### src/rtl/hamming_pkg.sv
// Hamming(15,11) constants and pure encode/syndrome/extract helpers.
// Codeword bit k carries Hamming position k+1; parity sits at positions 1,2,4,8.
package hamming_pkg;

  localparam int unsigned DATA_W  = 11;
  localparam int unsigned CODE_W  = 15;
  localparam int unsigned SYN_W   = 4;
  localparam int unsigned LATENCY = 3;

  // Hamming position of each data bit, data_in[0] first.
  localparam logic [SYN_W-1:0] DATA_POS [DATA_W] = '{
    4'd3, 4'd5, 4'd6, 4'd7, 4'd9, 4'd10, 4'd11, 4'd12, 4'd13, 4'd14, 4'd15
  };

  // Codeword bits whose position has syndrome bit j set (parity bit included).
  localparam logic [CODE_W-1:0] SYN_MASK0 = 15'h5555;
  localparam logic [CODE_W-1:0] SYN_MASK1 = 15'h6666;
  localparam logic [CODE_W-1:0] SYN_MASK2 = 15'h7878;
  localparam logic [CODE_W-1:0] SYN_MASK3 = 15'h7F80;

  function automatic logic [SYN_W-1:0] syndrome(input logic [CODE_W-1:0] code);
    logic [SYN_W-1:0] s;
    s[0] = ^(code & SYN_MASK0);
    s[1] = ^(code & SYN_MASK1);
    s[2] = ^(code & SYN_MASK2);
    s[3] = ^(code & SYN_MASK3);
    return s;
  endfunction

  // Place data, then fill parity so the full word has zero syndrome.
  function automatic logic [CODE_W-1:0] encode(input logic [DATA_W-1:0] data);
    logic [CODE_W-1:0] code;
    logic [SYN_W-1:0]  par;
    code = '0;
    for (int i = 0; i < DATA_W; i++) begin
      code[DATA_POS[i] - 4'd1] = data[i];
    end
    par     = syndrome(code);
    code[0] = par[0];
    code[1] = par[1];
    code[3] = par[2];
    code[7] = par[3];
    return code;
  endfunction

  function automatic logic [DATA_W-1:0] extract(input logic [CODE_W-1:0] code);
    logic [DATA_W-1:0] data;
    for (int i = 0; i < DATA_W; i++) begin
      data[i] = code[DATA_POS[i] - 4'd1];
    end
    return data;
  endfunction

endpackage

### src/rtl/hamming_corrector.sv
// Combinational single-error corrector: syndrome, flip the named bit, extract data.
module hamming_corrector
  import hamming_pkg::*;
(
  input  logic [CODE_W-1:0] code_i,
  output logic [SYN_W-1:0]  syndrome_c_o,
  output logic [DATA_W-1:0] data_c_o
);

  logic [SYN_W-1:0]  syn;
  logic [CODE_W-1:0] fixed;

  // Syndrome names the faulty position directly; zero means clean.
  always_comb begin
    syn   = syndrome(code_i);
    fixed = code_i;
    if (syn != '0) begin
      fixed[syn - 4'd1] = ~code_i[syn - 4'd1];
    end
    syndrome_c_o = syn;
    data_c_o     = extract(fixed);
  end

endmodule

### src/rtl/hamming1511_pipe.sv
// Three-stage Hamming(15,11) encode / fault-inject / correct pipeline.
// Optional HAMMING_ERR_FLAG_EN adds registered syndrome_out and err_corrected.
module hamming1511_pipe
  import hamming_pkg::*;
(
  input  logic              clk,
  input  logic              rst_n,
  input  logic              in_valid,
  input  logic [DATA_W-1:0] data_in,
  input  logic [SYN_W-1:0]  err_pos,
  input  logic              err_inject,
  output logic              out_valid,
  output logic [CODE_W-1:0] code_out,
  output logic [CODE_W-1:0] corrupted_out,
  output logic [DATA_W-1:0] data_out
`ifdef HAMMING_ERR_FLAG_EN
  ,
  output logic [SYN_W-1:0]  syndrome_out,
  output logic              err_corrected
`endif
);

  logic              v1_q;
  logic [CODE_W-1:0] enc_q;
  logic [SYN_W-1:0]  err_pos_q;
  logic              err_inject_q;

  logic              v2_q;
  logic [CODE_W-1:0] clean_q;
  logic [CODE_W-1:0] corr_q;
  logic [CODE_W-1:0] corr_d;

  logic              v3_q;
  logic [CODE_W-1:0] code_out_q;
  logic [CODE_W-1:0] corr_out_q;
  logic [DATA_W-1:0] data_out_q;

  logic [SYN_W-1:0]  syn_c;
  logic [DATA_W-1:0] fix_data_c;

  // S1: encode incoming data and hold the injection request.
  always_ff @(posedge clk) begin
    if (!rst_n) begin
      v1_q         <= 1'b0;
      enc_q        <= '0;
      err_pos_q    <= '0;
      err_inject_q <= 1'b0;
    end else begin
      v1_q         <= in_valid;
      enc_q        <= encode(data_in);
      err_pos_q    <= err_pos;
      err_inject_q <= err_inject;
    end
  end

  // Injector: flip exactly one position when requested and nonzero.
  always_comb begin
    corr_d = enc_q;
    if (err_inject_q && (err_pos_q != '0)) begin
      corr_d[err_pos_q - 4'd1] = ~enc_q[err_pos_q - 4'd1];
    end
  end

  // S2: clean and corrupted words.
  always_ff @(posedge clk) begin
    if (!rst_n) begin
      v2_q    <= 1'b0;
      clean_q <= '0;
      corr_q  <= '0;
    end else begin
      v2_q    <= v1_q;
      clean_q <= enc_q;
      corr_q  <= corr_d;
    end
  end

  hamming_corrector u_corrector (
    .code_i       (corr_q),
    .syndrome_c_o (syn_c),
    .data_c_o     (fix_data_c)
  );

  // S3: output register.
  always_ff @(posedge clk) begin
    if (!rst_n) begin
      v3_q       <= 1'b0;
      code_out_q <= '0;
      corr_out_q <= '0;
      data_out_q <= '0;
    end else begin
      v3_q       <= v2_q;
      code_out_q <= clean_q;
      corr_out_q <= corr_q;
      data_out_q <= fix_data_c;
    end
  end

  assign out_valid     = v3_q;
  assign code_out      = code_out_q;
  assign corrupted_out = corr_out_q;
  assign data_out      = data_out_q;

`ifdef HAMMING_ERR_FLAG_EN
  logic [SYN_W-1:0] syn_out_q;
  logic             err_corr_q;

  // S3 error flags, aligned with the data outputs.
  always_ff @(posedge clk) begin
    if (!rst_n) begin
      syn_out_q  <= '0;
      err_corr_q <= 1'b0;
    end else begin
      syn_out_q  <= syn_c;
      err_corr_q <= (syn_c != '0);
    end
  end

  assign syndrome_out  = syn_out_q;
  assign err_corrected = err_corr_q;
`endif

endmodule

### config.mk
export PLATFORM = sky130hd
export DESIGN_NAME = hamming1511_pipe
export DESIGN_NICKNAME = d
export VERILOG_FILES = /design/src/rtl/hamming_pkg.sv /design/src/rtl/hamming_corrector.sv /design/src/rtl/hamming1511_pipe.sv
export SDC_FILE = /design/constraint.sdc
export NUM_CORES = 1
export LEC_CHECK = 0
export CORE_ASPECT_RATIO = 1.5
export CORE_MARGIN = 8
export CORE_UTILIZATION = 25
export CTS_CLUSTER_SIZE = 30
export DETAILED_ROUTE_END_ITERATION = 10
export GPL_TIMING_DRIVEN = 0
export PLACE_DENSITY = 0.48
export RECOVER_POWER = 25
export SETUP_SLACK_MARGIN = 0.5
export SYNTH_ARGS = -nofsm -noshare
export SYNTH_HDL_FRONTEND = slang
export SYNTH_SLANG_ARGS = --single-unit
### constraint.sdc
create_clock -name clk -period 3.3 [get_ports clk]
set_clock_uncertainty 0.2 [all_clocks]
set_input_delay 0.495 -clock clk [delete_from_list [all_inputs] [get_ports clk]]
set_output_delay 0.495 -clock clk [all_outputs]
set_load 0.01 [all_outputs]
==> metrics.md, run 1 <==
| Metric | Value |
|---|---|
| Logic pwr share | `28.0%` |
| PortBufs | `60` |
| Minimum clock period | `2.835 ns` |
| Core area | `roughly 0.015 mm²` |
| Post-DP HPWL | `7386 µm` |
| Switch Pwr | `a little under 0.001 W` |
| Largest family of logic cells by synthesized area | `simple AND/OR/NAND/NOR gates` |
| Die Span Y | `around 170 µm` |
| Die Wd | `116.2 µm` |
| ANT nets after route | `0` |
| Setup ws final | `0.4651 ns` |
| Final Hold Vio Count | `0` |
| Outcome | `finished, final reports clean` |
| Post-synthesis compound-gate area fraction | `10.04%` |
| Tightest Pin Transition | `0.5519 ns` |
| Clock latency on the worst-skew pair | `0.34 ns` |
| Largest net degree at the start of global routing | `20` |
| Synthesis-to-layout area growth | `39.26%` |
| Place WS | `-0.1666 ns` |
| Max VDD drop | `245.1 µV` |
| Die area | `0.01932 mm²` |
| CTS H-tree lvls | `3` |
| Vias in the first global route | `2902` |
| Lkg Pwr | `2.063 nW` |
| DRT Pass-1 Iters | `4` |
| Fraction of final layout cells sized beyond drive strength 1 | `between 10% and 20%` |
| Critical Path RT | `3.34 ns` |
| CP Launch Type | `flip-flop` |
| Synth Area per Inst | `roughly 11 µm²` |
| Register area share after synthesis | `around half` |
| Post-synth cell types | `40` |
| CTS tree | `built` |
| Adder-Cell Fraction of Synth Area | `under 10%` |
| Reg clk slew, reported paths | `0.07 ns` |
| Final wirelength | `around 9400 µm` |
| Initial cell density of the core | `roughly 25%` |
| Syn Inst Count | `~360` |
| First-pass GRT wire length | `14630 µm` |
| CTS sink cnt | `94` |
| CTS max path bufs | `2` |
| CP arrival | `2.88 ns` |
| Most frequent cells in the layout | `dfxtp_1 (90), and2_1 (55), clkdlybuf4s50_1 (40)` |
| PwrDens | `603.6 mW/mm²` |
| Gp weighted congestion | `~0.87` |
| Syn Nets | `387` |
| Wire per inst | `14.48 µm` |
| Clock root cell | `clkbuf_16` |
| Warnings from Yosys | `0` |
| Unrepaired setup endpoints after global routing | `true` |
| DR iter-0 viols | `122` |
| Seq pwr share | `between 30 and 40%` |
| Switching share of power | `a little under a third` |
| Routed vias | `2716` |
| Post-Syn Area | `0.003764 mm²` |
| Vias per std cell | `approximately 4.2` |
| Synth Area in XOR/XNOR | `10.31%` |
| DRC | `0` |
| Antenna diodes | `0` |
| Seq cells post-synth | `between 90 and 100` |
| Initial antenna violation count | `0` |
| Setup TNS | `0 ns` |
| CTS Buf Count | `9` |
| Critical setup path kind | `reg -> reg` |
| Rows | `55` |
| Most common cell after layout, fill and taps aside | `dfxtp_1` |
| # IOs | `just over 60` |
| Peak Freq | `352.8 MHz` |
| Internal power | `roughly 0.0022 W` |
| Multiplexer share of the synthesized area | `5.219%` |
| Synth Area in Simple Gates | `18.48%` |
| Slew headroom | `63.20%` |
| HP Class | `reg -> reg` |
| Max Transition Viols Final | `0` |
| Critical path peak fanout | `4` |
| Critical Path Sink Type | `flip-flop` |
| GRT overflow | `0` |
| Power, Total | `between 0.003 and 0.004 W` |
| Final net count | `roughly 470` |
| Clk pwr share | `32.1%` |
| MaxCap Viol Count | `0` |
| GR Util All Layers | `9.909%` |
| Final worst path period share | `85.91%` |
| Count of final setup violators | `0` |
[worst max-delay path, cell delays in order, from the launching register on]
cell	delay (ns)
dfxtp_2	0.34
xor3_2	0.50
xor2_2	0.19
nor2_2	0.14
nor2_2	0.06
buf_6	0.12
ha_4	0.29
mux4_2	0.50
nand2b_4	0.19
o41ai_2	0.22
[sequential cells by signal, summed over array words and instances, names as in the netlist]
signal and cells:
v2_q 1, data_out 11, enc_q 15, clean_q 15, corr_q 15, out_valid 1, err_inject_q 1, v1_q 1
corrupted_out 15, err_pos_q 4, code_out 15
[cell type report]
class                   instances  area, µm²
fillers                      1541       9692
plain buffers                  14      76.32
clock inverters                 7      73.82
well taps                     199      249.0
multi-input cells             242       1973
inverters                       8      30.03
clock buffers                   9      225.2
flip-flops and latches         94       1889
repair buffers                 76      724.4
[through the flow]
step / instance area [µm²] / hold slack (ns) / std cells / util [%]
final: 5241 / 0.2372 / 649 / 35.10
after global routing: 5241 / 0.2576 / 649 / 35.10
after CTS: 5117 / 0.2429 / 644 / 34.27
after detailed placement: 4687 / 0.2206 / 617 / 31.39
after global placement: 4687 / 0.2171 / 617 / 31.39
after floorplan: 3837 / 0.2119 / 358 / -
[timing repair]
item,CTS,global route
setup buffers,11,5
pin swaps,6,5
resized for setup,16,18
endpoints found under the setup margin,26,18
hold buffers,0,0
[kinds of logic (layout without fill, tap and decap cells)]
logic type / count (synthesis) / after routing
adder cells (fa/ha/maj): 10 / 10
multiplexers: 12 / 12
AND/OR/NAND/NOR: 130 / 130
XOR/XNOR: 39 / 39
buffers and inverters: 22 / 114
flip-flops: 94 / 94
AO/OA/AOI/OAI: 51 / 51
[Yosys cell counts]
cell,count,area (µm²)
xor2_1,7,61.31
xor3_2,1,25.02
xnor2_1,28,245.2
ha_1,10,125.1
nand3_1,5,25.02
or4_4,1,11.26
and2_1,63,394.1
inv_1,7,26.28
a21oi_1,5,25.02
o22a_1,1,8.760
o211ai_1,1,7.510
buf_6,2,22.52
dfxtp_1,94,1882
o21ai_0,4,20.02
o31ai_1,8,60.06
xnor3_2,1,23.77
mux4_2,6,135.1
nor3_1,2,10.01
and4_4,1,11.26
o221a_2,1,11.26
nor2_1,38,142.6
xnor2_2,2,32.53
o21ai_1,1,5.000
mux2i_1,5,50.05
clkinv_1,1,3.750
or3_1,1,6.260
nor4_1,1,6.260
buf_2,1,5.000
nor4b_1,1,8.760
o41ai_1,8,70.07
nand2_1,11,41.29
clkbuf_1,11,41.29
a211oi_1,15,112.6
a21o_1,1,7.510
nand3b_1,1,7.510
mux2_1,1,11.26
o21a_1,1,7.510
nand2b_1,5,31.28
o21bai_1,4,30.03
a31oi_2,1,12.51
[layer usage]
layer | vias to the layer above | share of wire, % | global-route usage [%]
met5 | - | 0 | 0
li1 | 1382 | - | -
met3 | 23 | 5.4 | 2.512
met1 | 1236 | 34 | 8.545
met2 | 75 | 56 | 19.23
met4 | 0 | 4.4 | 6.062
[worst paths after layout]
check                  start  cells after the start     endpoint  slack [ns]
setup / recovery  corr_q[13]                      9  data_out[4]        0.47
hold / removal          v1_q                      1         v2_q        0.24
setup reg to reg  corr_q[13]                      9  data_out[4]        0.47
hold reg to reg         v1_q                      1         v2_q        0.24
[power by group through the flow]
stage | Clock (W) | Sequential, W | Combinational (W)
floorplan | 0 | 0.00129 | 0.000507
global placement | 0 | 0.00129 | 0.000729
detailed placement | 0 | 0.00129 | 0.000736
CTS | 0.00105 | 0.00126 | 0.000823
global route | 0.00109 | 0.00127 | 0.000962
finish | 0.00101 | 0.00126 | 0.000886
(Power assumes the default switching activity.)
==> run 2: changes to the inputs <==
--- a/config.mk
+++ b/config.mk
@@ -11,7 +11,7 @@
 export CTS_CLUSTER_SIZE = 30
 export DETAILED_ROUTE_END_ITERATION = 10
 export GPL_TIMING_DRIVEN = 0
-export PLACE_DENSITY = 0.48
+export PLACE_DENSITY = 0.46
 export RECOVER_POWER = 25
 export SETUP_SLACK_MARGIN = 0.5
 export SYNTH_ARGS = -nofsm -noshare
==> constraint.sdc (replaced) <==
create_clock -name clk -period 3.5 [get_ports clk]
set_clock_uncertainty 0.2 [all_clocks]
set_input_delay 0.525 -clock clk [delete_from_list [all_inputs] [get_ports clk]]
set_output_delay 0.525 -clock clk [all_outputs]
set_load 0.01 [all_outputs]
==> metrics.md, run 2 (same netlist as run 1, synthesis figures left out) <==
| Metric | Value |
|---|---|
| Most frequent cells in the layout | `dfxtp_1 (91), and2_1 (53), clkdlybuf4s50_1 (40)` |
| HP Class | `reg -> reg` |
| DRT Pass-1 Iters | `4 (unchanged)` |
| DR iter-0 viols | `129 (+5.7%)` |
| Hold-fix buffers at CTS | `0 (unchanged)` |
| Unrepaired setup endpoints after global routing | `true` |
| Post-DP HPWL | `7256 µm (-1.8%)` |
| Setup TNS | `0 ns (unchanged)` |
| CP Launch Type | `flip-flop` |
| Wire per inst | `14.24 µm (-1.7%)` |
| Final Util | `34.08% (-1.0 points)` |
| Minimum clock period | `2.967 ns (+0.1323 ns)` |
| CTS H-tree lvls | `3 (unchanged)` |
| ANT nets after route | `0 (unchanged)` |
| CTS sink cnt | `94 (unchanged)` |
| Die area | `0.01932 mm² (unchanged)` |
| MaxCap Viol Count | `0 (unchanged)` |
| Antenna diodes | `0 (unchanged)` |
| Initial antenna violation count | `0 (unchanged)` |
| Critical Path RT | `3.51 ns (+0.17 ns)` |
| Clock root cell | `clkbuf_16` |
| GR Util All Layers | `9.659% (-0.25 points)` |
| Fraction of final layout cells sized beyond drive strength 1 | `13.27% (-4.1 points)` |
| Most common cell after layout, fill and taps aside | `dfxtp_1` |
| Final net count | `461 (-2.7%)` |
| Place WS | `0.07763 ns (+0.2442 ns)` |
| Tightest Pin Transition | `0.5405 ns (-0.01148 ns)` |
| Largest net degree at the start of global routing | `20 (unchanged)` |
| CTS Buf Count | `9 (unchanged)` |
| Worst hold slack | `0.2349 ns (-0.002300 ns)` |
| Count of final setup violators | `0 (unchanged)` |
| Setup ws final | `0.5329 ns (+0.06774 ns)` |
| Gp weighted congestion | `0.8820 (+0.94%)` |
| Max Transition Viols Final | `0 (unchanged)` |
| Final worst path period share | `84.78% (-1.1 points)` |
| Outcome | `finished, final reports clean` |
| Critical setup path kind | `reg -> reg` |
| Slew headroom | `63.97% (+0.77 points)` |
| CTS max path bufs | `2 (unchanged)` |
| Die Wd | `116.2 µm (unchanged)` |
| CP arrival | `2.98 ns (+0.10 ns)` |
| Final wirelength | `9055 µm (-3.6%)` |
| Initial cell density of the core | `25.20% (unchanged)` |
| PortBufs | `60 (unchanged)` |
| PwrDens | `564.3 mW/mm² (-6.5%)` |
| Vias in the first global route | `2777 (-4.3%)` |
| Critical path peak fanout | `10 (+6)` |
| First-pass GRT wire length | `14150 µm (-3.3%)` |
| CTS tree | `built` |
| Routed vias | `2637 (-2.9%)` |
| GRT overflow | `0 (unchanged)` |
| Synthesis-to-layout area growth | `35.21%` |
| Clock latency on the worst-skew pair | `0.34 ns (about the same)` |
| # IOs | `61 (unchanged)` |
| Vias per std cell | `4.146 (-0.92%)` |
| Die Span Y | `166.3 µm (unchanged)` |
| Lkg Pwr | `1.981 nW (-4.0%)` |
| Critical Path Sink Type | `flip-flop` |
| DRC | `0 (unchanged)` |
| Rows | `55 (unchanged)` |
| Final Hold Vio Count | `0 (unchanged)` |
| Core area | `0.01493 mm² (unchanged)` |
| Reg clk slew, reported paths | `0.07 ns (about the same)` |
| Max VDD drop | `221.2 µV (-9.8%)` |
| Peak Freq | `337.0 MHz (-4.5%)` |
-- run 2: through the flow --
step           power, W  cells  cell area (µm²)
2_1_floorplan  0.001662    358             3776
3_3_place_gp   0.001873    617             4626
3_5_place_dp   0.001878    617             4626
4_1_cts        0.002885    636             5021
5_1_grt        0.003019    636             5089
6_report       0.002871    636             5089
-- run 2: per-layer routing --
metal / routed length (µm) / track usage (%) / vias to the layer above
li1: - / - / 1358
met1: 3083 / 8.379 / 1181
met2: 4959 / 18.07 / 73
met3: 499 / 2.512 / 25
met4: 512 / 7.195 / 0
met5: 0 / 0 / -
-- run 2: area by class of cell --
| class | instances | area (µm²) |
|---|---|---|
| Clock inverter | 7 | 80.08 |
| Timing Repair Buffer | 63 | 623.1 |
| Sequential cell | 94 | 1886 |
| Inverter | 8 | 30.03 |
| Clock buffer | 9 | 225.2 |
| Buffer | 14 | 71.32 |
| Tap cell | 199 | 249.0 |
| Fill cell | 1562 | 9844 |
| Multi-Input combinational cell | 242 | 1924 |
-- run 2: power breakdown --
group | switching (W) | internal [W] | leakage, nW
clock | 0.000447 | 0.000506 | 0.145
sequential | 0.0000449 | 0.00115 | 0.773
combinational | 0.000382 | 0.000346 | 1.06
total | 0.000874 | 0.00200 | 1.98
-- run 2: worst max-delay path: stages (launching register included) --
cell and delay, ns:
dfxtp_2 0.36, xnor3_2 0.48, xnor2_4 0.18, buf_4 0.17
or4_4 0.54, and4_4 0.19, buf_6 0.14, buf_6 0.14
o31ai_1 0.31, o41ai_2 0.13
-- run 2: path summary, 6_finish.rpt --
path              slack (ns)  depth (start not counted)           to        from
hold reg to reg         0.23                          1         v2_q        v1_q
hold / removal          0.23                          1         v2_q        v1_q
setup / recovery        0.53                          9  data_out[4]  corr_q[12]
setup reg to reg        0.53                          9  data_out[4]  corr_q[12]
-- run 2: what timing repair did --
item / in CTS / in global routing
pin swaps: 6 / 2
setup buffers: 3 / 0
setup endpoints to repair: 18 / 18
resized for setup: 13 / 14
hold endpoints to repair: 0 / 0
